$ cat config.mk
export PLATFORM = sky130hd
export DESIGN_NAME = fetch_unit
export DESIGN_NICKNAME = d
export VERILOG_FILES = /design/src/rtl/cpu_pkg.sv /design/src/rtl/fetch_unit_pc_next_calc.sv /design/src/rtl/fetch_unit.sv
export SDC_FILE = /design/constraint.sdc
export NUM_CORES = 1
export LEC_CHECK = 0
export CAP_MARGIN = 20
export CORE_MARGIN = 3
export CORE_UTILIZATION = 46
export DETAILED_ROUTE_END_ITERATION = 10
export HOLD_SLACK_MARGIN = 0.12
export PLACE_DENSITY_LB_ADDON = 0.1
export SYNTH_ARGS = -nofsm -noshare
export SYNTH_HDL_FRONTEND = slang
export SYNTH_HIERARCHICAL = 1
export SYNTH_SLANG_ARGS = --single-unit
$ cat constraint.sdc
create_clock -name clk -period 3.3 [get_ports clk]
set_input_delay 0.66 -clock clk [delete_from_list [all_inputs] [get_ports clk]]
set_output_delay 0.66 -clock clk [all_outputs]
set_load 0.01 [all_outputs]
$ cat src/rtl/cpu_pkg.sv
// Shared CPU definitions: opcode map, branch-select encodings and the
// fetch FSM state type used by fetch_unit and its PC sub-module.
package cpu_pkg;

  localparam logic [7:0] OP_LOADI = 8'h00;
  localparam logic [7:0] OP_MOV   = 8'h01;
  localparam logic [7:0] OP_ADD   = 8'h02;
  localparam logic [7:0] OP_SUB   = 8'h03;
  localparam logic [7:0] OP_AND   = 8'h04;
  localparam logic [7:0] OP_OR    = 8'h05;
  localparam logic [7:0] OP_XOR   = 8'h06;
  localparam logic [7:0] OP_NOT   = 8'h07;
  localparam logic [7:0] OP_SHL   = 8'h08;
  localparam logic [7:0] OP_SHR   = 8'h09;
  localparam logic [7:0] OP_JMP   = 8'h0A;
  localparam logic [7:0] OP_BEQ   = 8'h0B;
  localparam logic [7:0] OP_BNE   = 8'h0C;
  localparam logic [7:0] OP_ROR   = 8'h0D;
  localparam logic [7:0] OP_MAX   = 8'h0D;

  localparam logic [1:0] BSEL_NEXT = 2'b00;
  localparam logic [1:0] BSEL_JUMP = 2'b01;
  localparam logic [1:0] BSEL_BEQ  = 2'b10;
  localparam logic [1:0] BSEL_BNE  = 2'b11;

  typedef enum logic [1:0] {
    FETCH = 2'd0,
    WAIT  = 2'd1,
    ISSUE = 2'd2,
    HALT  = 2'd3
  } fetch_state_t;

  // True for opcodes outside the defined instruction map.
  function automatic logic is_illegal_op(input logic [7:0] op);
    return op > OP_MAX;
  endfunction

endpackage

$ cat src/rtl/fetch_unit_pc_next_calc.sv
// pc_next_calc: combinational next-PC selection.
// pc4 = pc + 4, tgt = pc4 + sign_ext(rd) * 4; all arithmetic wraps modulo 2^PC_W.
module pc_next_calc
  import cpu_pkg::*;
#(
  parameter int unsigned PC_W = 32
) (
  input  logic [PC_W-1:0] pc,
  input  logic [7:0]      rd,
  input  logic [1:0]      bselect,
  input  logic            alu_zero,
  output logic [PC_W-1:0] next_pc
);

  logic [PC_W-1:0] pc4;
  logic [PC_W-1:0] offset;
  logic [PC_W-1:0] tgt;

  assign pc4    = pc + {{(PC_W-3){1'b0}}, 3'b100};
  assign offset = {{(PC_W-10){rd[7]}}, rd, 2'b00};
  assign tgt    = pc4 + offset;

  // Select sequential or target address from the branch kind and zero flag.
  always_comb begin
    next_pc = pc4;
    case (bselect)
      BSEL_NEXT: next_pc = pc4;
      BSEL_JUMP: next_pc = tgt;
      BSEL_BEQ:  next_pc = alu_zero ? tgt : pc4;
      BSEL_BNE:  next_pc = alu_zero ? pc4 : tgt;
      default:   next_pc = pc4;
    endcase
  end

endmodule

$ cat src/rtl/fetch_unit.sv
// fetch_unit: instruction fetch stage. Owns the PC, fetches words over a
// req/ready handshake, presents decoded fields for one execute and retires
// on exec_done. Optional macro FETCH_ILLEGAL_TRAP_EN adds a sticky HALT on
// opcodes above OP_MAX; without it, illegal is tied low.
module fetch_unit
  import cpu_pkg::*;
#(
  parameter int unsigned     PC_W     = 32,
  parameter logic [PC_W-1:0] RESET_PC = '0
) (
  input  logic            clk,
  input  logic            reset_n,
  output logic            imem_req,
  output logic [PC_W-1:0] imem_addr,
  input  logic [31:0]     imem_rdata,
  input  logic            imem_ready,
  output logic            instr_valid,
  output logic [7:0]      opcode,
  output logic [7:0]      rd,
  output logic [7:0]      rt,
  output logic [7:0]      rs_imm,
  input  logic            exec_done,
  input  logic [1:0]      bselect,
  input  logic            alu_zero,
  output logic [PC_W-1:0] pc,
  output logic            illegal
);

  fetch_state_t    state;
  logic [PC_W-1:0] next_pc;

  assign imem_addr = pc;

  pc_next_calc #(
    .PC_W (PC_W)
  ) u_pc_next (
    .pc       (pc),
    .rd       (rd),
    .bselect  (bselect),
    .alu_zero (alu_zero),
    .next_pc  (next_pc)
  );

`ifndef FETCH_ILLEGAL_TRAP_EN
  assign illegal = 1'b0;
`endif

  // Fetch FSM with registered handshake, field and PC outputs.
  // Reset leaves state=FETCH with imem_req low, so the first FETCH cycle after
  // reset only raises the request; retiring an instruction enters FETCH with
  // imem_req already high so imem_ready there completes in one cycle.
  always_ff @(posedge clk) begin
    if (!reset_n) begin
      state       <= FETCH;
      pc          <= RESET_PC;
      imem_req    <= 1'b0;
      instr_valid <= 1'b0;
      opcode      <= '0;
      rd          <= '0;
      rt          <= '0;
      rs_imm      <= '0;
`ifdef FETCH_ILLEGAL_TRAP_EN
      illegal     <= 1'b0;
`endif
    end else begin
      case (state)
        FETCH, WAIT: begin
          if (!imem_req) begin
            imem_req <= 1'b1;
          end else if (imem_ready) begin
`ifdef FETCH_ILLEGAL_TRAP_EN
            if (is_illegal_op(imem_rdata[31:24])) begin
              state    <= HALT;
              imem_req <= 1'b0;
              illegal  <= 1'b1;
            end else
`endif
            begin
              opcode      <= imem_rdata[31:24];
              rd          <= imem_rdata[23:16];
              rt          <= imem_rdata[15:8];
              rs_imm      <= imem_rdata[7:0];
              instr_valid <= 1'b1;
              imem_req    <= 1'b0;
              state       <= ISSUE;
            end
          end else begin
            state <= WAIT;
          end
        end
        ISSUE: begin
          if (exec_done) begin
            pc          <= next_pc;
            instr_valid <= 1'b0;
            imem_req    <= 1'b1;
            state       <= FETCH;
          end
        end
        default: begin
          imem_req    <= 1'b0;
          instr_valid <= 1'b0;
        end
      endcase
    end
  end

endmodule

==> results.py <==
metrics = {
    "global_route": {
        "gr-usage-all-layers_pct": 24.88,
        "grt_remaining_overflow": 0,
        "grt_max_degree": 70,
        "grt_pass1_vias": 5803,
        "antenna_found_initial": 0,
        "grt_pass1_wl_mm": 28.55,
    },
    "final_layout": {
        "multi_input_area_um2": 4373,
        "nets": 1021,
        "fill_cells": 932,
        "seq_area_um2": 1391,
        "syn2layout_area_growth_pct": 52.78,
        "drive_gt1_share_pct": 27.55,
        "antennaDiodeCount": 0,
    },
    "die": {
        "dieWidth_um": 117.7,
        "num_rows": 40,
        "pin_count": 138,
        "dieArea_um2": 13850,
        "fp.dieH_um": 117.7,
        "start_util_pct": 47.37,
        "core_um2": 12110,
    },
    "sta": {
        "fin_crit_ns": 3.614,
        "hold_ws_ns": 0.4566,
        "slew_viol_final": 0,
        "worstMarginPinSlew_ns": 0.6635,
        "fmax_mhz": 276.7,
        "slew_headroom_pct": 55.77,
        "final-setup-viol-count": 5,
        "rsz0062_at_grt": "true",
        "skew_ns": 0.006412,
        "period_share_pct": 109.5,
        "worst_slack_ns": -0.3140,
        "hold_viol": 0,
    },
    "worst_setup_path": {
        "worstSetupEndpointType": "flip-flop",
        "crit_type": "flip-flop to flip-flop",
        "path_max_fanout": 4,
        "cp-start-kind": "flip-flop",
        "critPathRequiredTime_ns": 3.52,
        "cp.arrival_ns": 3.83,
        "reg2reg_depth": 15,
    },
    "cts": {
        "h-tree-depth": 3,
        "numCtsBuffers": 9,
        "cts_buffer_depth": 2,
        "path_clk_slew_ns": 0.06,
        "ctsHoldBuffers": 0,
        "cts-root-buf": "clkbuf_16",
        "clkLatencyLatePin_ns": 0.35,
        "cts_tree": "built",
        "cts.sink_count": 68,
    },
    "yosys": {
        "synth_top_area_cell": "dfxtp_1",
        "async_flop_share_pct": 0,
        "avgSynthCellArea_um2": 7.795,
        "yosysUniqueCellTypes": 65,
        "syn_nets": 811,
        "yosys-top-cells-count": "170 x nand2_1, 68 x dfxtp_1, 66 x mux2i_1",
        "synth_seq_cells": 68,
        "synth-compound-area-share_pct": 16.68,
        "ys.flop_type": "dfxtp_1",
        "ys_warn_count": 6,
        "synth_top_area_share_pct": 23.73,
        "seq_area_frac_synth_pct": 23.73,
        "synthAdderAreaFrac_pct": 7.983,
        "yosysMostFrequentCell": "nand2_1",
        "yosys.area_share.simple_pct": 23.95,
        "ys_top_cells_by_area": "dfxtp_1 24%, mux2i_1 12%, nand2_1 11%, ha_1 7.6%, buf_4 5.1%",
        "synth_xor_area_share_pct": 6.696,
        "synth_area_um2": 5737,
        "synth_edf_count": 0,
        "synthesis.instances": 736,
        "synthMuxAreaShare_pct": 11.52,
        "synth_top_family_by_area": "simple AND/OR/NAND/NOR gates",
    },
    "detailed_routing": {
        "dr_wl_met2_mm": 9.405,
        "routed_wl_mm": 19.16,
        "wirelength_met1_mm": 7.835,
        "wl_met3_mm": 1.448,
        "vias": 6243,
        "drc": 0,
        "top_layer": "met4",
        "routedWlPerCell_um": 17.12,
        "drt_iter0_markers": 452,
        "avgViaCountPerCell": 5.579,
        "ant_nets": 0,
        "drtPass1Iterations": 7,
    },
    "pwr": {
        "power_density_nw_per_um2": 279.0,
        "seq_power_share_pct": 35.8,
        "ir_worst_vdd_mv": 0.2699,
        "power_frac_comb_pct": 22.2,
        "pwr-share-clk_pct": 42.0,
        "power.internal_mw": 1.718,
        "p_leak_nw": 3.770,
        "p_switching_mw": 0.7277,
        "swShare_pct": 29.76,
    },
    "flow_run": {
        "maxCapViolations": 0,
    },
    "run_status": {
        "status": "complete, but fails checks",
        "violations": "negative setup slack",
    },
    "hold_path": {
        "hp-class": "flip-flop to flip-flop",
        "min_path_cells": 2,
    },
    "place": {
        "port-buffer-count": 136,
        "dp_hpwl_mm": 13.35,
        "post-place-ws_ns": -0.4326,
        "gp_congestion": 0.9409,
    },
}
-- power groups by stage --
stage               clock network (mW)  logic, mW  registers [mW]
finish                            1.03      0.543           0.874
global route                      1.08      0.586           0.879
CTS                               1.05      0.511           0.875
detailed placement                   0      0.503           0.892
global placement                     0      0.493           0.891
floorplan                            0      0.271           0.912
-- state kept, by name, summed over array words and instances, names as in the netlist --
name / count
instr_valid: 1
rs_imm: 8
imem_req: 1
rt: 8
opcode: 8
rd: 8
imem_addr: 32
state: 2
-- critical path: stages (launching register included) --
cell and delay, ns:
dfxtp_2 0.34, nand4_1 0.22, nor4_4 0.34, and3_4 0.25
nand4_1 0.17, xnor2_2 0.21, ha_1 0.33, a21o_1 0.18
a21o_1 0.18, a221o_1 0.34, a31oi_4 0.21, and3b_1 0.20
a311oi_1 0.23, nand3_1 0.12, nand2_1 0.08, mux2i_1 0.08
-- cell usage in the layout (no fill, tap or decap), types with 5 or more instances in the layout --
master and count:
inv_1 15, xor2_1 8, and3_1 10, a211oi_1 5, buf_4 129, o211ai_1 5
nor2_1 29, nand2_1 165, ha_4 5, a21o_1 19, nand3_1 18, dfxtp_1 50
ha_1 29, clkdlybuf4s50_1 135, nand4_1 12, xnor2_2 18, nor3_1 10, xnor2_1 14
mux2i_1 66, o21a_1 9, a21oi_1 31, dfxtp_2 15, buf_6 6, o21ai_0 13
clkbuf_16 9
-- cells by family (layout without fill, tap and decap cells) --
| kind of cell | Yosys count | count (layout) |
|---|---|---|
| muxes | 66 | 66 |
| other | 1 | 1 |
| DFF | 68 | 68 |
| xor gates and xnor gates | 43 | 43 |
| AOI/OAI and AO/OA | 138 | 138 |
| adders and majority gates | 36 | 36 |
| buffers and inverters | 88 | 303 |
| and+or+nand+nor | 296 | 296 |
-- per-stage QoR --
step	power [mW]	TNS (ns)	area, µm²	cells	util [%]
after CTS	2.435	-0.1886	8245	1101	68.08
after detailed placement	1.395	-1.719	7722	1075	63.76
after floorplan	1.183	-0.005411	5786	736	-
after global routing	2.549	-1.759	8765	1119	72.37
after global placement	1.384	-1.112	7722	1075	63.76
final	2.445	-0.6821	8765	1119	72.37
-- area by class of cell --
cell class / instances / share of cell area [%]
Sequential cell: 68 / 15.87
Inverter: 15 / 0.6424
Clock buffer: 9 / 2.570
Timing Repair Buffer: 272 / 27.69
Tap cell: 168 / 2.398
Clock inverter: 7 / 0.9279
Multi-Input combinational cell: 580 / 49.89
-- layer usage --
metal / global-route usage (%) / vias to the layer above
met4: 8.278 / 0
met5: 0 / -
met1: 30.73 / 2951
met2: 43.01 / 276
met3: 5.334 / 48
li1: - / 2968
-- final timing paths --
check                 from       endpoint  slack, ns
max          imem_addr[12]  imem_addr[31]      -0.31
min              opcode[5]      opcode[5]       0.46
max reg2reg  imem_addr[12]  imem_addr[31]      -0.31
min reg2reg      opcode[5]      opcode[5]       0.46
-- repair_timing --
item | 4_1_cts | 5_1_grt
setup endpoints to repair | 12 | 12
pin swaps | 9 | 34
resized for setup | 28 | 74
cloned | 0 | 0
setup buffers | 10 | 18
No activity file was read; power rests on OpenSTA's default activity.
==> RTL edit (same flow settings) <==
`PC_W` is set to 32 in 2 places; all go to 16.
--- a/src/rtl/fetch_unit_pc_next_calc.sv
+++ b/src/rtl/fetch_unit_pc_next_calc.sv
@@ -3,7 +3,7 @@
 module pc_next_calc
   import cpu_pkg::*;
 #(
-  parameter int unsigned PC_W = 32
+  parameter int unsigned PC_W = 16
 ) (
   input  logic [PC_W-1:0] pc,
   input  logic [7:0]      rd,
--- a/src/rtl/fetch_unit.sv
+++ b/src/rtl/fetch_unit.sv
@@ -5,7 +5,7 @@
 module fetch_unit
   import cpu_pkg::*;
 #(
-  parameter int unsigned     PC_W     = 32,
+  parameter int unsigned     PC_W     = 16,
   parameter logic [PC_W-1:0] RESET_PC = '0
 ) (
   input  logic            clk,
Ports: changed (resized imem_addr and pc); port bits go from 138 to 106. No check against the original RTL was run, so the function may have changed too.
==> RTL edit against the original RTL <==
Combinational power down 46%; sequential cell count is 16 lower; setup slack improved by 0.54 ns; cell area decreased by 51%; synthesized cell count down 47%; routed wire length shrank 59%; power fell by 44%; clock power down 62%; clock skew is 0.0035 ns lower; global-route usage decreased by 5.3 points; synthesized area shrank 43%; sequential share of layout area rose by 8.2 points.
==> RTL edit: results (changes against the original RTL) <==
\begin{tabular}{lr}
\hline
Metric & Value \\
\hline
\multicolumn{2}{l}{\textbf{Cells and area}} \\
\quad Number of nets in the final layout & 527 (-48\%) \\
\quad Count of flip-flops and latches & 52 (-24\%) \\
\quad Number of ordinary inverters in the final layout & 10 (-5) \\
\quad Total of plain and repair buffers excluding clock buffers & 114 (-58\%) \\
\quad Number of filler instances in the final layout & 573 (-39\%) \\
\quad Max FFs per register & 16 (-50\%) \\
\quad Share of final layout cell area taken by non-clock buffers & 0.262 (-0.0146) \\
\quad Count of non-filler cells in the finished layout & 567 (-49\%) \\
\quad Sequential cell area share & 0.240 (+0.0817) \\
\quad Multi-In Gates & 290 (-50\%) \\
\multicolumn{2}{l}{\textbf{Pwr}} \\
\quad Power of the clock network & 0.391 mW (-62\%) \\
\quad Logic pwr share & 0.214 (-0.008) \\
\quad PwrDens & 315 nW/um\^{}2 (+13\%) \\
\multicolumn{2}{l}{\textbf{Outcome}} \\
\quad Status & finished, final reports clean \\
\multicolumn{2}{l}{\textbf{Global route}} \\
\quad Number of global-route vias before repair & 2851 (-51\%) \\
\quad Pin count of the biggest net entering global routing & 69 (-1.4\%) \\
\multicolumn{2}{l}{\textbf{Yosys}} \\
\quad Number of distinct library cells after synthesis & 50 (-23\%) \\
\quad Avg Inst Size Synth & 8.32 um\^{}2 (+6.7\%) \\
\quad Most numerous cell types in the synthesized netlist & 104 x nand2\_1, 52 x dfxtp\_1, 48 x mux2i\_1 \\
\quad Cell types occupying the most area after synthesis & dfxtp\_1 32\%, mux2i\_1 15\%, nand2\_1 12\%, ha\_1 5.4\%, buf\_4 4.6\% \\
\quad Post-synthesis share of cell area spent on xor and xnor gates & 0.0540 (-0.0129) \\
\quad Portion of the post-synthesis area used by sequential elements & 0.321 (+0.0837) \\
\quad Complex-gate fraction of the synthesized area & 0.107 (-0.0600) \\
\multicolumn{2}{l}{\textbf{Setup path}} \\
\quad Slack of the worst reg-to-reg path & 0.23 ns (+0.54 ns) \\
\quad Reg-to-reg critical path startpoint & imem\_addr[7]\$\_SDFFE\_PN0P\_ \\
\quad Worst-path maximum fanout & 6 (+2) \\
\quad Delay of the slowest cell on the worst path & 0.42 ns (+0.08 ns) \\
\quad Cell with the largest stage delay on the worst path & dfxtp\_1 \\
\multicolumn{2}{l}{\textbf{Route}} \\
\quad First DRT Iteration DRCs & 105 (-77\%) \\
\quad Detailed-route vias per instance & 5.14 (-7.8\%) \\
\multicolumn{2}{l}{\textbf{Placement}} \\
\quad Post-DP HPWL & 5890 um (-56\%) \\
\quad Instance count after placement with tap cells included & 559 (-48\%) \\
\quad Final estimated routing congestion in global placement & 0.898 (-4.6\%) \\
\multicolumn{2}{l}{\textbf{CTS}} \\
\quad Clock insertion delay at the later pin of the skew report & 0.31 ns (-0.04 ns) \\
\quad Post-CTS setup buffers & 0 (-10) \\
\multicolumn{2}{l}{\textbf{Timing}} \\
\quad Layout Skew & 0.00296 ns (-0.00345 ns) \\
\hline
\end{tabular}
==> RTL edit: cell count changes after synthesis, moves of 13 or more <==
cell     change
ha_1        -21
a21oi_1     -24
mux2i_1     -18
nor2_1      -22
nand3_1     -13
buf_4       -19
nand2_1     -66
a21o_1      -13
dfxtp_1     -16
xnor2_1     -19
==> RTL edit: per-stage QoR <==
stage / hold slack (ns) / utilization / power, mW / setup slack [ns]
floorplan: 0.459 / - / 0.857 / 0.401
global placement: 0.442 / 0.642 / 0.981 / 0.385
detailed placement: 0.445 / 0.642 / 0.986 / 0.286
CTS: 0.464 / 0.656 / 1.39 / 0.265
global route: 0.478 / 0.656 / 1.43 / 0.0407
finish: 0.461 / 0.656 / 1.36 / 0.230
==> RTL edit: worst min path at each step <==
stage	cells after the start	startpoint	to
global placement	2	rt[1]$_SDFFE_PN0P_	rt[1]$_SDFFE_PN0P_
finish	2	opcode[3]$_SDFFE_PN0P_	opcode[3]$_SDFFE_PN0P_
detailed placement	2	opcode[0]$_SDFFE_PN0P_	opcode[0]$_SDFFE_PN0P_
CTS	2	opcode[3]$_SDFFE_PN0P_	opcode[3]$_SDFFE_PN0P_
global route	2	opcode[5]$_SDFFE_PN0P_	opcode[5]$_SDFFE_PN0P_
floorplan	2	state[0]$_SDFFE_PN0P_	state[0]$_SDFFE_PN0P_
==> RTL edit: worst min-delay path, cell delays in order, from the launching register on <==
cell and delay, ns:
dfxtp_1 0.32, nand2_1 0.05, mux2i_1 0.05
==> RTL edit: routing by layer <==
| metal | global-route usage | wire (um) |
|---|---|---|
| met2 | 0.331 | 3860 |
| met4 | 0.0727 | 167 |
| met5 | 0 | 0 |
| met1 | 0.242 | 3400 |
| met3 | 0.0459 | 521 |
